### config.mk
export PLATFORM = sky130hd
export DESIGN_NAME = tmds_channel_decoder
export DESIGN_NICKNAME = d
export VERILOG_FILES = /design/src/rtl/tmds_channel_decoder.sv
export SDC_FILE = /design/constraint.sdc
export NUM_CORES = 1
export LEC_CHECK = 0
export BUFFER_PORTS_ARGS = -buffer_cell sky130_fd_sc_hd__buf_2
export CAP_MARGIN = 20
export CORE_UTILIZATION = 61
export DETAILED_ROUTE_END_ITERATION = 10
export MAX_ROUTING_LAYER = met4
export PLACE_DENSITY = 0.9
export SYNTH_ARGS = -nofsm -noshare
export SYNTH_HDL_FRONTEND = slang
export SYNTH_SLANG_ARGS = --single-unit
export TNS_END_PERCENT = 100
### constraint.sdc
create_clock -name pclk -period 2.6 [get_ports pclk]
set_clock_uncertainty 0.2 [all_clocks]
set_input_delay 0.52 -clock pclk [delete_from_list [all_inputs] [get_ports pclk]]
set_output_delay 0.52 -clock pclk [all_outputs]
set_load 0.02 [all_outputs]
### src/rtl/tmds_channel_decoder.sv
// TMDS channel decoder: recovers 10-bit word alignment from control-token runs,
// then decodes data bytes and control codes from the aligned word.
module tmds_channel_decoder #(
  parameter int unsigned SEARCH_TIMEOUT = 4096,
  parameter int unsigned LOCK_RUN       = 8,
  parameter int unsigned LOSS_TIMEOUT   = 65536
) (
  input  logic       pclk,
  input  logic       reset,
  input  logic [9:0] din,
  output logic [7:0] dout,
  output logic       c0,
  output logic       c1,
  output logic       de,
  output logic       locked,
  output logic [3:0] offset
);

  localparam int unsigned SrchW = (SEARCH_TIMEOUT > 1) ? $clog2(SEARCH_TIMEOUT) : 1;
  localparam int unsigned RunW  = (LOCK_RUN > 0) ? $clog2(LOCK_RUN + 1) : 1;
  localparam int unsigned LossW = (LOSS_TIMEOUT > 1) ? $clog2(LOSS_TIMEOUT) : 1;

  localparam logic [SrchW-1:0] SrchLast = SrchW'(SEARCH_TIMEOUT - 1);
  localparam logic [RunW-1:0]  RunDone  = RunW'(LOCK_RUN);
  localparam logic [LossW-1:0] LossLast = LossW'(LOSS_TIMEOUT - 1);

  localparam logic [9:0] Tok00 = 10'b1101010100;
  localparam logic [9:0] Tok01 = 10'b0010101011;
  localparam logic [9:0] Tok10 = 10'b0101010100;
  localparam logic [9:0] Tok11 = 10'b1010101011;

  typedef enum logic [1:0] {StSearch, StCheck, StLocked} state_e;

  state_e           state_q, state_d;
  logic [3:0]       offset_q, offset_d;
  logic [SrchW-1:0] srch_q, srch_d;
  logic [RunW-1:0]  run_q, run_d;
  logic [LossW-1:0] loss_q, loss_d;
  logic [9:0]       prev_q;
  logic [9:0]       aw_q, aw_d;
  logic [7:0]       dout_q, dout_d;
  logic             c0_q, c0_d;
  logic             c1_q, c1_d;
  logic             de_q, de_d;

  logic [19:0] concat;
  logic [3:0]  offset_inc;
  logic        is_tok;
  logic [1:0]  tok_code;
  logic [7:0]  d_sel;
  logic [7:0]  dec;
  logic        lock_d;

  // Window slides across the current and previous word; offset 0 selects prev.
  assign concat = {din, prev_q};

  always_comb begin
    aw_d = concat[9:0];
    for (int k = 1; k < 10; k++) begin
      if (offset_q == 4'(k)) aw_d = concat[k +: 10];
    end
  end

  assign offset_inc = (offset_q >= 4'd9) ? 4'd0 : offset_q + 4'd1;

  always_comb begin
    is_tok   = 1'b1;
    tok_code = 2'b00;
    case (aw_q)
      Tok00:   tok_code = 2'b00;
      Tok01:   tok_code = 2'b01;
      Tok10:   tok_code = 2'b10;
      Tok11:   tok_code = 2'b11;
      default: is_tok   = 1'b0;
    endcase
  end

  always_comb begin
    d_sel  = aw_q[9] ? ~aw_q[7:0] : aw_q[7:0];
    dec    = '0;
    dec[0] = d_sel[0];
    for (int i = 1; i < 8; i++) begin
      dec[i] = aw_q[8] ? (d_sel[i] ^ d_sel[i-1]) : ~(d_sel[i] ^ d_sel[i-1]);
    end
  end

  always_comb begin
    state_d  = state_q;
    offset_d = offset_q;
    srch_d   = srch_q;
    run_d    = run_q;
    loss_d   = loss_q;
    unique case (state_q)
      StSearch: begin
        // A token arriving on the timeout cycle takes priority over the slide.
        if (is_tok) begin
          srch_d  = '0;
          run_d   = RunW'(1);
          loss_d  = '0;
          state_d = (LOCK_RUN <= 1) ? StLocked : StCheck;
        end else if (srch_q >= SrchLast) begin
          offset_d = offset_inc;
          srch_d   = '0;
        end else begin
          srch_d = srch_q + SrchW'(1);
        end
      end
      StCheck: begin
        if (is_tok) begin
          if (run_q < RunDone) run_d = run_q + RunW'(1);
          if (run_q + RunW'(1) >= RunDone) begin
            state_d = StLocked;
            loss_d  = '0;
          end
        end else begin
          state_d  = StSearch;
          offset_d = offset_inc;
          srch_d   = '0;
          run_d    = '0;
        end
      end
      StLocked: begin
        if (is_tok) begin
          loss_d = '0;
        end else if (loss_q >= LossLast) begin
          state_d = StSearch;
          srch_d  = '0;
          run_d   = '0;
          loss_d  = '0;
        end else begin
          loss_d = loss_q + LossW'(1);
        end
      end
      default: state_d = StSearch;
    endcase
  end

  // Gate outputs with the next lock state so they agree with `locked` every cycle.
  assign lock_d = (state_d == StLocked);

  always_comb begin
    dout_d = '0;
    de_d   = 1'b0;
    c0_d   = c0_q;
    c1_d   = c1_q;
    if (!lock_d) begin
      c0_d = 1'b0;
      c1_d = 1'b0;
    end else if (is_tok) begin
      c1_d = tok_code[1];
      c0_d = tok_code[0];
    end else begin
      de_d   = 1'b1;
      dout_d = dec;
    end
  end

  always_ff @(posedge pclk) begin
    if (reset) begin
      state_q  <= StSearch;
      offset_q <= '0;
      srch_q   <= '0;
      run_q    <= '0;
      loss_q   <= '0;
      prev_q   <= '0;
      aw_q     <= '0;
      dout_q   <= '0;
      c0_q     <= 1'b0;
      c1_q     <= 1'b0;
      de_q     <= 1'b0;
    end else begin
      state_q  <= state_d;
      offset_q <= offset_d;
      srch_q   <= srch_d;
      run_q    <= run_d;
      loss_q   <= loss_d;
      prev_q   <= din;
      aw_q     <= aw_d;
      dout_q   <= dout_d;
      c0_q     <= c0_d;
      c1_q     <= c1_d;
      de_q     <= de_d;
    end
  end

  assign dout   = dout_q;
  assign c0     = c0_q;
  assign c1     = c1_q;
  assign de     = de_q;
  assign locked = (state_q == StLocked);
  assign offset = offset_q;

endmodule
Yosys cells after proc, flatten, opt, wreduce, memory -nomap -nowiden
Cells that the tools add are included.

cells by class
  add/sub/neg operators = 4
  order comparisons = 5
  eq/ne operators = 25
  muxes and demuxes = 49
  bitwise gates (word level) = 16
  reductions and logical operators = 10

operator list
  kind                     number
  $mux W10                 9
  $mux W16                 5
  $mux W12                 5
  $pmux W16 S3             1
  $mux W4                  9
  $pmux W12 S3             1
  $eq A10 B10 Y1 const B   2
  $add A16 B1 Y16 const B  1
  $eq A4 B3 Y1 const B     4
  $ge A16 B16 Y1 const B   1
  $ne A2 B2 Y1 const B     7
  $add A12 B1 Y12 const B  1
  $ge A12 B12 Y1 const B   1
  $pmux W2 S3              2
  $pmux W4 S3              1
  $reduce_and A4 Y1        3
  $eq A10 B8 Y1 const B    1
  $eq A10 B9 Y1 const B    1
  $mux W2                  5
  $mux W1                  9
  $add A4 B1 Y4 const B    2
  $eq A4 B2 Y1 const B     2
  $eq A4 B4 Y1 const B     2
  $ge A4 B4 Y1 const B     2
  18 further kinds         32

storage, ports and cells
  register bits after elaboration = 69
  input port bits = 12
  output and inout bits = 16

Depth between registers and ports, before layout
Gate-level depths: netlist (run 1).

  depth after elaboration = 10
  depth in mapped cells = 9

Worst setup path after synthesis (run 1)
Ideal clock, no wire load.

  kind = register to register
  start point = register offset_q[0], in the netlist offset[0]
  end point = register aw_q[8]
  library setup time = 0.095 ns
  arrival = 2.118 ns
  data required time = 2.305 ns
  slack = 0.187 ns
  cell stages (with the launch flop) = 8
  buffers on the path = 1
  period minus slack after synthesis = 2.413 ns
  cell sequence = dfxtp_1 ha_1 or3b_2 buf_2 mux2i_1 a211oi_1 o21ai_0 a221oi_1

on the way
  longest elaborated chain between the ends = 10
  elaborated cells between the ends (all ways) = 18
  those cells by class = eq/ne: 9; mux: 9

ends and longest elaborated chain
  what                    line  text
  start, declared         35    logic [3:0] offset_q, offset_d;
  start signal, assigned  173   offset_q <= offset_d;
  $eq A4 B1 Y1            60    if (offset_q == 4'(k)) aw_d = concat[k +: 10];
  $mux W10 (8 in a row)   60
  $mux W10 (*)            60
  end signal, assigned    178   aw_q <= aw_d;
  end, declared           40    logic [9:0] aw_q, aw_d;

Every way passes the cells marked *; elsewhere a longest branch is shown, timed or not.
A chain may end at the register's enable or synchronous reset.

Worst setup path after layout (run 1)
  start point = register loss_q[1]
  end point = register run_q[3]

on the way
  longest elaborated chain between the ends = 3

ends and longest elaborated chain
  what                                line  text
  start, declared                     38    logic [LossW-1:0] loss_q, loss_d;
  start signal, assigned              176   loss_q <= loss_d;
  $ge A16 B16 Y1                      125   end else if (loss_q >= LossLast) begin
  $ne A2 B1 Y1 (no source line)       -
  $reduce_and A5 Y1 (no source line)  -
  end signal, assigned                175   run_q <= run_d;
  end, declared                       37    logic [RunW-1:0] run_q, run_d;

Every way passes these cells.

==> impl_summary.md, run 1 <==
Outcome
The flow ran to the end, and the final reports show no timing, DRC or antenna violations.

CTS
The number of clock buffers added by TritonCTS is 9. The number of buffers added to fix hold violations after cts is 0. The buffer levels on the longest clock path is 2.

The clock latency on the worst-skew pair is 0.36 ns. The number of levels the H-tree was split into is 3. The clock sink count is 69. TritonCTS built the clock tree. The master cell of the clock root buffer is sky130_fd_sc_hd__clkbuf_8. After clock tree synthesis, the clock-pin slew on the worst setup and hold paths is 0.08 ns.

Yosys
The post-synthesis instance total is 513. After synthesis, the most frequently instantiated cells are sky130_fd_sc_hd__dfxtp_1, sky130_fd_sc_hd__nand2_1, sky130_fd_sc_hd__a21oi_1. The post-synthesis net count is 536. The share of synthesized area in the top cell type comes to 0.318. The number of different library cells used by synthesis comes to 76. The proportion of synthesized flip-flops having asynchronous set or reset is 0.

The most repeated cell in the gate-level netlist after synthesis is sky130_fd_sc_hd__dfxtp_1. The flip-flop and latch count after synthesis is 69. For this run, the register share of the synthesized area comes to 0.318. The commonest register cell after synthesis is sky130_fd_sc_hd__dfxtp_1. The number of enable-type register cells in the synthesized netlist is 0.

The total number of yosys warnings is 0. The combined area of all synthesized cells is 4350 µm². In the post-synthesis netlist, the biggest area contributors are sky130_fd_sc_hd__dfxtp_1, sky130_fd_sc_hd__a21oi_1, sky130_fd_sc_hd__a22oi_1. Dividing the synthesized area by the synthesized cell count gives 8.47 µm². Of all cell types, the one taking the most synthesized area is sky130_fd_sc_hd__dfxtp_1.

Routing
The number of vias in the routed layout is 4490. The number of remaining DRC errors is 0. The total length of routed wires is 11.8 mm. The count of nets left with antenna violations once routing finished came out at 0. In the routed layout, each cell is associated on average with a via count of 6.94. The mean routed wirelength per cell is 18.3 µm. The violation count after the first detailed-routing iteration is 568.

Before antenna repair, the detailed router went through 5 iterations.

STA
The fraction of the cycle the final worst path needs is 0.992. Derived from the worst setup path, the maximum achievable clock frequency is 0.388 GHz. The number of hold violations in the final report is 0.

The actual transition at the worst max-transition pin is 0.843 ns. Setup violations remaining at the end of the flow were counted as 0. The smallest clock period supported by the final layout is computed as 2.58 ns. The final count of pins violating max slew came to 0. In this run the tightest slew margin relative to its limit is 0.434.

The setup slack after layout is 0.0211 ns. The accumulated negative setup slack is 0 ns.

Final layout
Relative to the synthesized area, the layout overhead comes to 13.8%. In the final layout, the multi-input gates occupy 2750 µm². The fraction of final layout cells sized beyond drive strength 1 is 0.196. The number of antenna cells inserted is 0. The filler-free cell count of the finished design is 647.

Counting the fill cells in the layout gives 471. Registers take 1380 µm². The final-stage net count is 570.

Global routing
Across every metal layer, demand over resource in global routing totals 0.330. After global routing the overflow that remains totals 0. The number of global-route vias before repair is 4098. The initial antenna violation count is 0. The maximum number of pins on one net before global-route repair is 37. The first-pass GRT wire length is 19.2 mm.

Critical path
The timing startpoint of the critical path is loss_q[1]. The kind of capture point of the worst setup path is a register. Of all nets on the critical path, the largest fanout is 4.

The data arrival time of the critical path is 2.65 ns. The type of the worst setup path is reg -> reg. For the worst setup path, the data required time is 2.67 ns.

The worst setup path is launched from a register. Measured in cells, the most critical reg-to-reg path has a length of 6. The launch point of the worst reg-to-reg path is loss_q[1].

Place
At the placement stage, the worst setup path has a slack of 0.000202 ns. The total instance count after detailed placement is 631. The number of I/O port buffers is 27.

The congestion estimate from routability-driven global placement came to 0.918. Summed over all nets, the half-perimeter wirelength after detailed placement is 7.88 mm.

Min path
The start point of the worst hold path is din[9]. The worst hold path passes through 2 cells. The path category of the worst min-delay check is in -> reg.

Floorplanning
The initial utilization of the core area, before any placement, comes to 0.636. The die covers 7460 µm². Measured along the x axis, the die boundary spans 86.4 µm. In this run the core area contains 30 standard-cell rows. The core region is 6830 µm². The die height is 86.4 µm. The total I/O pin count is 28.

Power
The worst-case IR drop observed on VDD is 0.282 mV. The leakage power summed over all cells is 2.01 nW. The areal power density over the cells is 462 nW/µm².

Job
Max-cap violations in this run came to 0.
[timing repair]
action | in CTS | in global routing
gates resized for setup | 1 | 7
buffers inserted | 1 | 0
pin swaps | 1 | 2
cloned | 0 | 0
setup endpoints to repair | 2 | 19
[worst max-delay path: stages, from the launching register on]
cell                       delay [ns]
sky130_fd_sc_hd__dfxtp_1         0.37
sky130_fd_sc_hd__ha_2            0.22
sky130_fd_sc_hd__nand3_2         0.15
sky130_fd_sc_hd__or4_4           0.60
sky130_fd_sc_hd__o41ai_4         0.48
sky130_fd_sc_hd__a41oi_1         0.19
sky130_fd_sc_hd__a311oi_2        0.28
[per-layer routing]
layer  vias up  routed length [µm]  global-route usage
li1       2038                   -                   -
met1      2062                4700               0.396
met2       331                5660               0.520
met3        59                1100              0.0895
met4         0                 393               0.141
met5         -                   0                   -
[through the flow]
step	total power, mW	hold WS [ns]	cell area (µm²)	util
finish	2.28	0.182	4950	0.724
CTS	2.29	0.175	4910	0.719
floorplan	1.21	0.239	4350	-
global placement	1.24	0.255	4660	0.683
global route	2.34	0.196	4950	0.724
detailed placement	1.25	0.265	4660	0.683
[flip-flops by register name, summed over array words and instances (netlist names)]
signal and cells:
dout 8, loss_q 16, prev_q 10, run_q 4, c1 1, offset 4, de 1, c0 1
state_q 2, aw_q 10, srch_q 12
[placed cells by master (no fill, tap or decap), types with 4 or more instances in the layout]
| cell | netlist | layout |
|---|---|---|
| sky130_fd_sc_hd__inv_1 | 26 | 26 |
| sky130_fd_sc_hd__xor2_1 | 4 | 4 |
| sky130_fd_sc_hd__a22oi_1 | 19 | 19 |
| sky130_fd_sc_hd__and3_1 | 8 | 7 |
| sky130_fd_sc_hd__xnor2_1 | 9 | 9 |
| sky130_fd_sc_hd__o22ai_1 | 11 | 11 |
| sky130_fd_sc_hd__o211ai_1 | 5 | 5 |
| sky130_fd_sc_hd__dfxtp_1 | 69 | 68 |
| sky130_fd_sc_hd__a22o_1 | 10 | 10 |
| sky130_fd_sc_hd__buf_2 | 5 | 27 |
| sky130_fd_sc_hd__nand2_1 | 38 | 38 |
| sky130_fd_sc_hd__nor4_1 | 12 | 12 |
| sky130_fd_sc_hd__clkbuf_8 | 0 | 9 |
| sky130_fd_sc_hd__or3_1 | 7 | 7 |
| sky130_fd_sc_hd__nor4b_2 | 6 | 6 |
| sky130_fd_sc_hd__mux2i_1 | 11 | 11 |
| sky130_fd_sc_hd__nand4_1 | 8 | 8 |
| sky130_fd_sc_hd__nand3_1 | 26 | 25 |
| sky130_fd_sc_hd__nor2_1 | 21 | 21 |
| sky130_fd_sc_hd__o31ai_1 | 4 | 4 |
| sky130_fd_sc_hd__or4_1 | 9 | 9 |
| sky130_fd_sc_hd__a21oi_1 | 30 | 30 |
| sky130_fd_sc_hd__o21ai_0 | 19 | 19 |
| sky130_fd_sc_hd__nor3_1 | 9 | 9 |
| sky130_fd_sc_hd__ha_1 | 11 | 10 |
| sky130_fd_sc_hd__buf_4 | 3 | 27 |
| sky130_fd_sc_hd__a211oi_1 | 12 | 12 |
| sky130_fd_sc_hd__nor2b_1 | 14 | 14 |
| sky130_fd_sc_hd__a31oi_1 | 11 | 11 |
| sky130_fd_sc_hd__o32ai_1 | 8 | 7 |
[layout make-up]
class / instances / area share
multi-input cells: 386 / 0.556
clock inverters: 6 / 0.0228
flip-flops and latches: 69 / 0.280
repair buffers: 55 / 0.0724
inverters: 26 / 0.0197
well taps: 96 / 0.0243
clock buffers: 9 / 0.0250
[worst paths after layout]
kind	to	slack (ns)
worst min-delay path	prev_q[9]	0.18
worst max-delay path	run_q[3]	0.02
worst max register to register	run_q[3]	0.02
worst min register to register	loss_q[12]	0.29
[report_power, final]
group / total, mW / leakage [nW] / internal, mW / switching, mW
registers: 1.11 / 0.561 / 1.08 / 0.0297
logic: 0.123 / 1.33 / 0.0547 / 0.0678
clock network: 1.06 / 0.119 / 0.633 / 0.422
total: 2.28 / 2.01 / 1.76 / 0.520
[logic make-up (layout without fill, tap and decap cells)]
group | count (synthesis) | count (layout) | share of synthesized area
xor+xnor | 13 | 13 | 0.0262
mux | 11 | 11 | 0.0253
fa+ha+maj | 11 | 11 | 0.0317
simple gates | 187 | 187 | 0.269
buf+inv | 58 | 96 | 0.0576
compound gates | 164 | 164 | 0.273
flops | 69 | 69 | 0.318
Power figures use the tool's default switching activity.
==> inputs of run 2 (changes only) <==
CORE_UTILIZATION = 45   (was 61)
PLACE_DENSITY = 0.72   (was 0.9)
==> run 2 against run 1 <==
  * Clock power increased by 4%
  * Count of clock-buffer cells in the layout did not move
  * Global-route usage decreased by 8.8 points
  * Combinational power about the same
  * Register-to-register slack gained 0.096 ns
  * Die area up 35%
  * Hold slack got worse by 0.0060 ns
  * Critical path depth stayed put
==> impl_summary.md, run 2 (synthesized netlist as in run 1, its figures left out) <==
Outcome
The flow ran to the end, and the final reports show no timing, DRC or antenna violations.

Critical path
The kind of start point of the critical path is a register. The worst setup path is captured at a register. In this design, the largest share of critical-path delay is due to compound AO/OA/AOI/OAI gates. The maximum net fanout on the critical path is 4 (unchanged).

The cell with the largest stage delay on the worst path is sky130_fd_sc_hd__or4_4. The data required time of the critical path is 2.68 ns (about the same). The type of the worst setup path is reg -> reg.

The count of buffering cells on the critical path with inverters included came to 0 (unchanged). The data arrival time of the critical path is 2.56 ns (-0.09 ns). Walking the worst path, the cells encountered are ha_4 > nand3_2 > or4_4 > o41ai_4 > a41oi_2 > a311oi_2.

The delay of the slowest critical-path stage is 0.61 ns (about the same).

Routing
The remaining number of nets flagged by the antenna check after routing was 0 (unchanged). The number of remaining DRC errors came to 0 (unchanged). The total length of routed wires is 11.4 mm (-3.6%).

The number of search-and-repair iterations in the first detailed-routing pass is 4 (-1). The number of vias in the routed layout is 4208 (-6.3%). The violation count after the first detailed-routing iteration is 288 (-49%).

The per-cell via count in the routed design was 6.14 (-11%). The mean routed wirelength per cell is 16.7 µm (-9.0%).

Global routing
The overall global routing resource usage is 0.242 (-0.0879). The number of global-route vias before repair was 4002 (-2.3%). The initial antenna violation count is 0 (unchanged). The first-pass GRT wire length was 18.9 mm (-1.3%). The maximum number of pins on one net before global-route repair is 37 (unchanged).

The global route total overflow was 0 (unchanged).

STA
The final count of pins violating max slew is 0 (unchanged). The shortest period the worst path allows was 2.48 ns (-0.0959 ns). The fraction of the cycle the final worst path needs came to 0.955 (-0.0369). The highest clock frequency the design can meet is 0.403 GHz (+3.9%). Setup repair after global routing left no endpoint under its margin. The worst hold margin is 0.176 ns (-0.00599 ns). The actual transition at the worst max-transition pin came to 0.822 ns (-0.0215 ns). The accumulated negative setup slack is 0 ns (unchanged). The tightest slew margin relative to the limit is 0.448 (+0.0144). The setup-violating endpoint count in the final report is 0 (unchanged).

The setup slack after layout is 0.117 ns (+0.0959 ns). The number of hold violations in the final report was 0 (unchanged).

Power
The areal power density over the cells is 461 nW/µm² (-0.28%). The internal power consumption is 1.78 mW (+0.62%). The portion of total power attributed to combinational logic came to 0.053 (about the same).

The peak ir drop on the vdd network came to 0.322 mV (+14%). The clock share of power was 0.472 (+0.010). The leakage power summed over all cells came to 2.03 nW (+1.1%). The net switching fraction of the power is 0.237 (+0.00943). The power dissipated by switching net loads was 0.552 mW (+6.1%).

The share of total power in sequential cells was 0.475 (-0.009).

Final layout
The filler-free cell count of the finished design came to 685 (+5.9%). Relative to the synthesized area, the layout overhead comes to 16.3%. The area of all placed cells without fillers came to 5050 µm² (+2.2%).

The library cells used most frequently in the layout, excluding fill and tap cells, are sky130_fd_sc_hd__dfxtp_1, sky130_fd_sc_hd__nand2_1, sky130_fd_sc_hd__buf_4. The most flop-heavy register is loss_q. The number of flip-flops in the largest register is 16 (unchanged). The number of antenna cells inserted was 0 (unchanged). The fraction of final layout cells sized beyond drive strength 1 came to 0.207 (+0.0108). The most common cell after layout, fill and taps aside is sky130_fd_sc_hd__dfxtp_1. In the final layout, the registers with the most flip-flops are loss_q (16), srch_q (12). The final-stage net count is 574 (+0.70%).

CTS
Clock tree synthesis selected as its root buffer the cell sky130_fd_sc_hd__clkbuf_8. The TritonCTS buffer count is 9 (unchanged). The CTS tree is built.

The number of buffers added for setup after CTS is 0 (-1). The number of levels the H-tree was split into was 3 (unchanged). The clock slew seen by the registers of the worst setup and hold paths was 0.09 ns (about the same).

The clock sink count was 69 (unchanged). The post-cts resize count is 0 (-1). The buffer levels on the longest clock path is 2 (unchanged). The clock latency on the worst-skew pair is 0.36 ns (about the same). The number of buffers added to fix hold violations after cts is 0 (unchanged).

Place
The total instance count after detailed placement is 669 (+6.0%). The final HPWL from detailed placement is 7.93 mm (+0.63%). The number of I/O port buffers is 27 (unchanged). The global placement routability congestion is 0.938 (+2.2%). The minimum setup slack after placement came to 0.0581 ns (+0.0579 ns). The placement-stage cell area is 4740 µm² (+1.7%).

Floorplanning
The initial cell density of the core is 0.468 (-0.168). The total I/O pin count came to 28 (unchanged). The die height is 100 µm (+16%). The core box area is 9280 µm² (+36%). The die span in x is 100 µm (+16%). The area of the die is 10100 µm² (+35%). The row count is 35 (+17%).

Min path
The min-delay analysis places its worst path in the category in -> reg.

Job
The max capacitance violation total was 0 (unchanged).
[run 2: layout make-up]
| cell class | count | area [µm²] |
|---|---|---|
| repair buffers | 59 | 388 |
| clock buffers | 9 | 124 |
| clock inverters | 7 | 120 |
| inverters | 26 | 97.6 |
| well taps | 129 | 161 |
| fillers | 876 | 4230 |
| multi-input cells | 386 | 2780 |
| flip-flops and latches | 69 | 1380 |
[run 2: worst paths after layout]
path	start	end	slack, ns	cells after the start
max	loss_q[1]	run_q[3]	0.12	6
min	din[9]	prev_q[9]	0.18	2
max reg2reg	loss_q[1]	run_q[3]	0.12	6
min reg2reg	loss_q[12]	loss_q[12]	0.29	1
[run 2: per-stage QoR]
step | power, mW | utilization
2_1_floorplan | 1.21 | -
3_5_place_dp | 1.25 | 0.511
3_3_place_gp | 1.25 | 0.511
6_report | 2.33 | 0.544
4_1_cts | 2.34 | 0.537
5_1_grt | 2.40 | 0.544
[run 2: power by group through the flow]
stage                     Combinational (mW)  Sequential [mW]  Clock [mW]
after detailed placement               0.120             1.13           0
after floorplan                       0.0920             1.12           0
after CTS                              0.121             1.10        1.11
after global placement                 0.120             1.13           0
final                                  0.124             1.10        1.10
after global routing                   0.136             1.11        1.15
[run 2: layer usage]
| metal | share of wire | global-route usage | vias up | wire, µm |
|---|---|---|---|---|
| met5 | 0 | - | - | 0 |
| met4 | 0.012 | 0.0647 | 0 | 141 |
| met3 | 0.055 | 0.0675 | 20 | 626 |
| met2 | 0.48 | 0.384 | 142 | 5450 |
| met1 | 0.46 | 0.302 | 2003 | 5200 |
| li1 | - | - | 2043 | - |
